--- config.mk ---
export PLATFORM = sky130hd
export DESIGN_NAME = gcd_rr_scheduler
export DESIGN_NICKNAME = d
export VERILOG_FILES = /design/src/rtl/gcd_rr_scheduler.sv
export SDC_FILE = /design/constraint.sdc
export NUM_CORES = 1
export LEC_CHECK = 0
export BUFFER_PORTS_ARGS = -buffer_cell sky130_fd_sc_hd__buf_2
export CAP_MARGIN = 0
export CORE_ASPECT_RATIO = 0.75
export CORE_MARGIN = 10
export CORE_UTILIZATION = 35
export DETAILED_ROUTE_END_ITERATION = 10
export PLACE_DENSITY = 0.66
export SYNTH_ARGS = -nofsm -noshare
export SYNTH_HDL_FRONTEND = slang
export SYNTH_SLANG_ARGS = --single-unit
export TNS_END_PERCENT = 1
--- constraint.sdc ---
create_clock -name clk -period 3.7 [get_ports clk]
set_clock_uncertainty 0.05 [all_clocks]
set_input_delay 0.37 -clock clk [delete_from_list [all_inputs] [get_ports clk]]
set_output_delay 0.37 -clock clk [all_outputs]
set_load 0.01 [all_outputs]
--- src/rtl/gcd_rr_scheduler.sv ---
// ============================================================================
// Module   : gcd_rr_scheduler
// Purpose  : Round-robin arbiter sharing one GCD engine among NREQ requesters.
//            Optional macro GCD_ZERO_BYPASS_EN answers zero-operand jobs locally.
// Revision : 1.0  initial release
// ============================================================================
`timescale 1ns/1ps
`default_nettype none

module gcd_rr_scheduler #(
    parameter int WIDTH = 5,
    parameter int NREQ  = 4
) (
    input  logic                    clk,
    input  logic                    rst,
    input  logic [NREQ-1:0]         req_valid,
    input  logic [NREQ*WIDTH-1:0]   req_a,
    input  logic [NREQ*WIDTH-1:0]   req_b,
    output logic [NREQ-1:0]         req_ready,
    output logic [NREQ-1:0]         rsp_valid,
    output logic [WIDTH-1:0]        rsp_data,
    output logic                    core_start,
    output logic [WIDTH-1:0]        core_a,
    output logic [WIDTH-1:0]        core_b,
    input  logic                    core_done,
    input  logic [WIDTH-1:0]        core_result,
    output logic                    busy
);

    localparam int IW = (NREQ > 1) ? $clog2(NREQ) : 1;

    typedef enum logic [1:0] {
        S_IDLE  = 2'd0,
        S_ISSUE = 2'd1,
        S_WAIT  = 2'd2,
        S_RESP  = 2'd3
    } state_t;

    state_t            state_q;
    logic [IW-1:0]     ptr_q;
    logic [IW-1:0]     idx_q;
    logic [WIDTH-1:0]  core_a_q;
    logic [WIDTH-1:0]  core_b_q;
    logic [WIDTH-1:0]  rsp_data_q;
    logic [NREQ-1:0]   rsp_valid_q;
    logic              core_start_q;
    logic              busy_q;

    logic              win_found;
    logic [IW-1:0]     win_idx;
    logic [NREQ-1:0]   win_oh;
    logic [WIDTH-1:0]  win_a;
    logic [WIDTH-1:0]  win_b;
    logic [NREQ-1:0]   idx_oh;
    logic [IW-1:0]     ptr_d;
    logic              zero_bypass;

    // Search order starts at ptr and wraps; the first pending port wins.
    always_comb begin : p_arb
        int tgt;
        tgt       = 0;
        win_found = 1'b0;
        win_idx   = '0;
        win_a     = '0;
        win_b     = '0;
        for (int k = 0; k < NREQ; k++) begin
            tgt = int'(ptr_q) + k;
            if (tgt >= NREQ) begin
                tgt = tgt - NREQ;
            end
            for (int j = 0; j < NREQ; j++) begin
                if (!win_found && (j == tgt) && req_valid[j]) begin
                    win_found = 1'b1;
                    win_idx   = IW'(j);
                    win_a     = req_a[j*WIDTH +: WIDTH];
                    win_b     = req_b[j*WIDTH +: WIDTH];
                end
            end
        end
    end

    always_comb begin : p_onehot
        win_oh = '0;
        idx_oh = '0;
        for (int j = 0; j < NREQ; j++) begin
            win_oh[j] = win_found && (win_idx == IW'(j));
            idx_oh[j] = (idx_q == IW'(j));
        end
    end

    assign ptr_d = (idx_q == IW'(NREQ - 1)) ? '0 : idx_q + 1'b1;

`ifdef GCD_ZERO_BYPASS_EN
    assign zero_bypass = (win_a == '0) || (win_b == '0);
`else
    assign zero_bypass = 1'b0;
`endif

    always_ff @(posedge clk) begin
        if (rst) begin
            state_q      <= S_IDLE;
            ptr_q        <= '0;
            idx_q        <= '0;
            core_a_q     <= '0;
            core_b_q     <= '0;
            rsp_data_q   <= '0;
            rsp_valid_q  <= '0;
            core_start_q <= 1'b0;
            busy_q       <= 1'b0;
        end else begin
            core_start_q <= 1'b0;
            rsp_valid_q  <= '0;
            case (state_q)
                S_IDLE: begin
                    if (win_found) begin
                        idx_q    <= win_idx;
                        core_a_q <= win_a;
                        core_b_q <= win_b;
                        busy_q   <= 1'b1;
                        if (zero_bypass) begin
                            // A|B is the GCD when at least one operand is zero.
                            state_q     <= S_RESP;
                            rsp_data_q  <= win_a | win_b;
                            rsp_valid_q <= win_oh;
                        end else begin
                            state_q      <= S_ISSUE;
                            core_start_q <= 1'b1;
                        end
                    end
                end
                S_ISSUE: begin
                    state_q <= S_WAIT;
                end
                S_WAIT: begin
                    if (core_done) begin
                        state_q     <= S_RESP;
                        rsp_data_q  <= core_result;
                        rsp_valid_q <= idx_oh;
                    end
                end
                S_RESP: begin
                    state_q <= S_IDLE;
                    ptr_q   <= ptr_d;
                    busy_q  <= 1'b0;
                end
                default: begin
                    state_q <= S_IDLE;
                end
            endcase
        end
    end

    // Ready is gated by rst so nothing appears accepted while reset is held.
    assign req_ready  = ((state_q == S_IDLE) && !rst) ? win_oh : '0;
    assign rsp_valid  = rsp_valid_q;
    assign rsp_data   = rsp_data_q;
    assign core_start = core_start_q;
    assign core_a     = core_a_q;
    assign core_b     = core_b_q;
    assign busy       = busy_q;

endmodule

`default_nettype wire
==> impl_metrics.ini <==
[layout]
final_cells = 516
fillers = 756
drive_gt1_frac = 0.227
nNetsFinal = 479
ff_latch_area_um2 = 541
multi_input_area_um2 = 1840
syn_to_final_growth_pct = 17.4
diodes = 0

[routing]
vias_per_cell = 6.17
drc = 0
drtAntennaViolNets = 0
wl_per_cell_um = 20.1
drt_iter0_drc = 630
wirelength_um = 10400
dr.pass1.iters = 7
vias = 3184

[synth]
yosysMostFrequentCell = nand2_1
netlist_area_um2 = 2560
avgSynthCellArea_um2 = 7.11
synth_top_area_cell = dfxtp_1
synthFlopType = dfxtp_1
postSynthNetCount = 420
synthAdderAreaFrac = 0.0391
async_flop_share = 0
yosys.area_share.simple = 0.290
synth_cell_type_count = 60
synth_seq_cells = 27
ys_top_cells_by_count = nand2_1 (37), nor2_1 (35), a21oi_1 (28), dfxtp_1 (27), o21ai_0 (18)
synth_xor_area_frac = 0
yosys_warnings = 0
synth_area_leaders = dfxtp_1 (21%), a21oi_1 (5.5%), nand2_1 (5.4%)
synth_top_area_share = 0.211
synthMuxAreaShare = 0.0196
yosysSeqAreaShare = 0.211
synth_top_family_by_area = compound AO/OA/AOI/OAI gates
synth-compound-area-share = 0.372
synth_edf_count = 0
syn_inst = 360

[power]
pwr_density_cell_nw_per_um2 = 425
combinationalPowerShare = 0.515
switching_share = 0.442
seqPwrFrac = 0.329
ir_drop_mv = 0.203
p_leak_nw = 1.23
p_clk_frac = 0.155
p_switching_mw = 0.564
p_int_mw = 0.712

[worst_setup_path]
path_class = register to primary output
r2r_start = ptr_q[1]$_SDFFE_PP0P_
rrSetupSlack_ps = 1150
required_ps = 3280
critPathArrivalTime_ps = 2240
crit_path_start = ptr_q[1]$_SDFFE_PP0P_
ff2ff_path_depth = 6
r2r-end = core_b[3]$_SDFFE_PP0P_
cp-start-kind = register
endpoint = req_ready[3]
endpoint_kind = primary output
crit_fanout = 16

[timing]
slew_headroom = 0.457
finalCritPeriodShare = 0.718
setup_tns_ps = 0
rsz0062_at_grt = false
hold_viol_final = 0
fin_crit_ps = 2660
fmax_mhz = 377
setup_viol_count_final = 0
setup_ws_ps = 1040
slew_violations = 0
tightestPinTransition_ps = 809

[global_route]
use_met3 = 0.0535
grt.busiest_layer = met2
grt_pass1_wl_um = 16400
met2_usage = 0.263
grt_max_degree = 27
grtUsageMet1 = 0.246
grt_pass1_vias = 3086
grt_overflow = 0
grt_util_all_layers = 0.179
grt_antenna_before_repair = 0

[clocking]
cts_resized = 0
cts-hold-fix-buffers = 0
clk_pin_slew_ps = 120
cts_buffers = 3
tritoncts = built
worstSkewPairLatency_ps = 290
cts_setup_buffers = 0
cts_max_path_buffers = 2
cts_max_level = 1
root_buffer = clkbuf_8
clock-sinks = 27

[die]
fp.dieH_um = 94.0
initial_core_util = 0.368
die_x_um = 119
io-pin-count = 77
core_area_um2 = 6960
num_rows = 26
die_area_um2 = 11200

[flow_run]
drv_cap = 0

[hold_path]
hold_class = input pin to register

[placed_design]
placed_cells = 512
pre_cts_slack_ps = 1160
io_buffer_count = 76
gp_congestion = 1.02
hpwl_um = 7960

[run_status]
status = finished clean
## worst max-delay path, stage by stage (launching register included)
cell and delay [ps]:
dfxtp_1 490, buf_4 290, nor2_2 260, and3_1 510, nor2_1 140, nor2_1 120, buf_2 130
## flip-flops by register name, indices dropped and copies added, names as in the netlist
| signal | flops |
|---|---|
| ptr_q | 2 |
| core_a | 5 |
| core_start | 1 |
| rsp_data | 5 |
| core_b | 5 |
| state_q | 2 |
| idx_q | 2 |
| busy | 1 |
| rsp_valid | 4 |
## worst min-delay path by stage
stage                     slack, ps  depth (start not counted)                    from                        to
final                           260                          3          core_result[3]  rsp_data[3]$_SDFFE_PP0P_
after global routing            280                          3          core_result[4]  rsp_data[4]$_SDFFE_PP0P_
after floorplan                 410                          2   idx_q[1]$_SDFFE_PP0P_     idx_q[1]$_SDFFE_PP0P_
after CTS                       260                          3          core_result[3]  rsp_data[3]$_SDFFE_PP0P_
after detailed placement        390                          2  core_b[0]$_SDFFE_PP0P_    core_b[0]$_SDFFE_PP0P_
after global placement          380                          2  core_b[0]$_SDFFE_PP0P_    core_b[0]$_SDFFE_PP0P_
## area by class of cell
type | count | area share
well taps | 98 | 0.0408
clock inverters | 1 | 0.00292
flip-flops and latches | 27 | 0.180
clock buffers | 3 | 0.0137
repair buffers | 81 | 0.139
multi-input cells | 298 | 0.613
inverters | 8 | 0.0100
## per-stage QoR
| stage | util | area [um2] | hold slack (ps) | power [mW] |
|---|---|---|---|---|
| detailed placement | 0.424 | 2950 | 385 | 1.08 |
| finish | 0.432 | 3000 | 264 | 1.28 |
| global route | 0.432 | 3000 | 277 | 1.38 |
| CTS | 0.432 | 3000 | 263 | 1.28 |
| floorplan | - | 2560 | 405 | 0.853 |
| global placement | 0.424 | 2950 | 381 | 1.07 |
## cell families (layout without fill, tap and decap cells)
group	count (synthesis)	in the layout
and+or+nand+nor	147	147
AOI/OAI and AO/OA	138	138
buffers and inverters	35	93
DFF	27	27
adders and majority gates	8	8
muxes	5	5
## routing by layer
layer / up-vias / part of all wire
met1: 1444 / 0.45
met5: - / 0
li1: 1486 / -
met4: 0 / 0.016
met2: 233 / 0.40
met3: 21 / 0.13
## power by group through the flow
stage | clock network (mW) | registers [mW] | logic, mW
global route | 0.211 | 0.432 | 0.733
CTS | 0.202 | 0.421 | 0.656
global placement | 0 | 0.424 | 0.644
detailed placement | 0 | 0.427 | 0.655
finish | 0.198 | 0.420 | 0.658
floorplan | 0 | 0.443 | 0.410
## placed cells by master (no fill, tap or decap), types with 8 or more instances in the layout
master / n
a211oi_1: 12
a21oi_1: 28
buf_2: 76
dfxtp_1: 27
ha_1: 8
inv_1: 8
nand2_1: 37
nand3_1: 14
nor2_1: 35
nor2b_1: 9
nor3_1: 12
o211ai_1: 8
o21ai_0: 18
o22ai_1: 13
No activity file was read; power rests on OpenSTA's default activity.
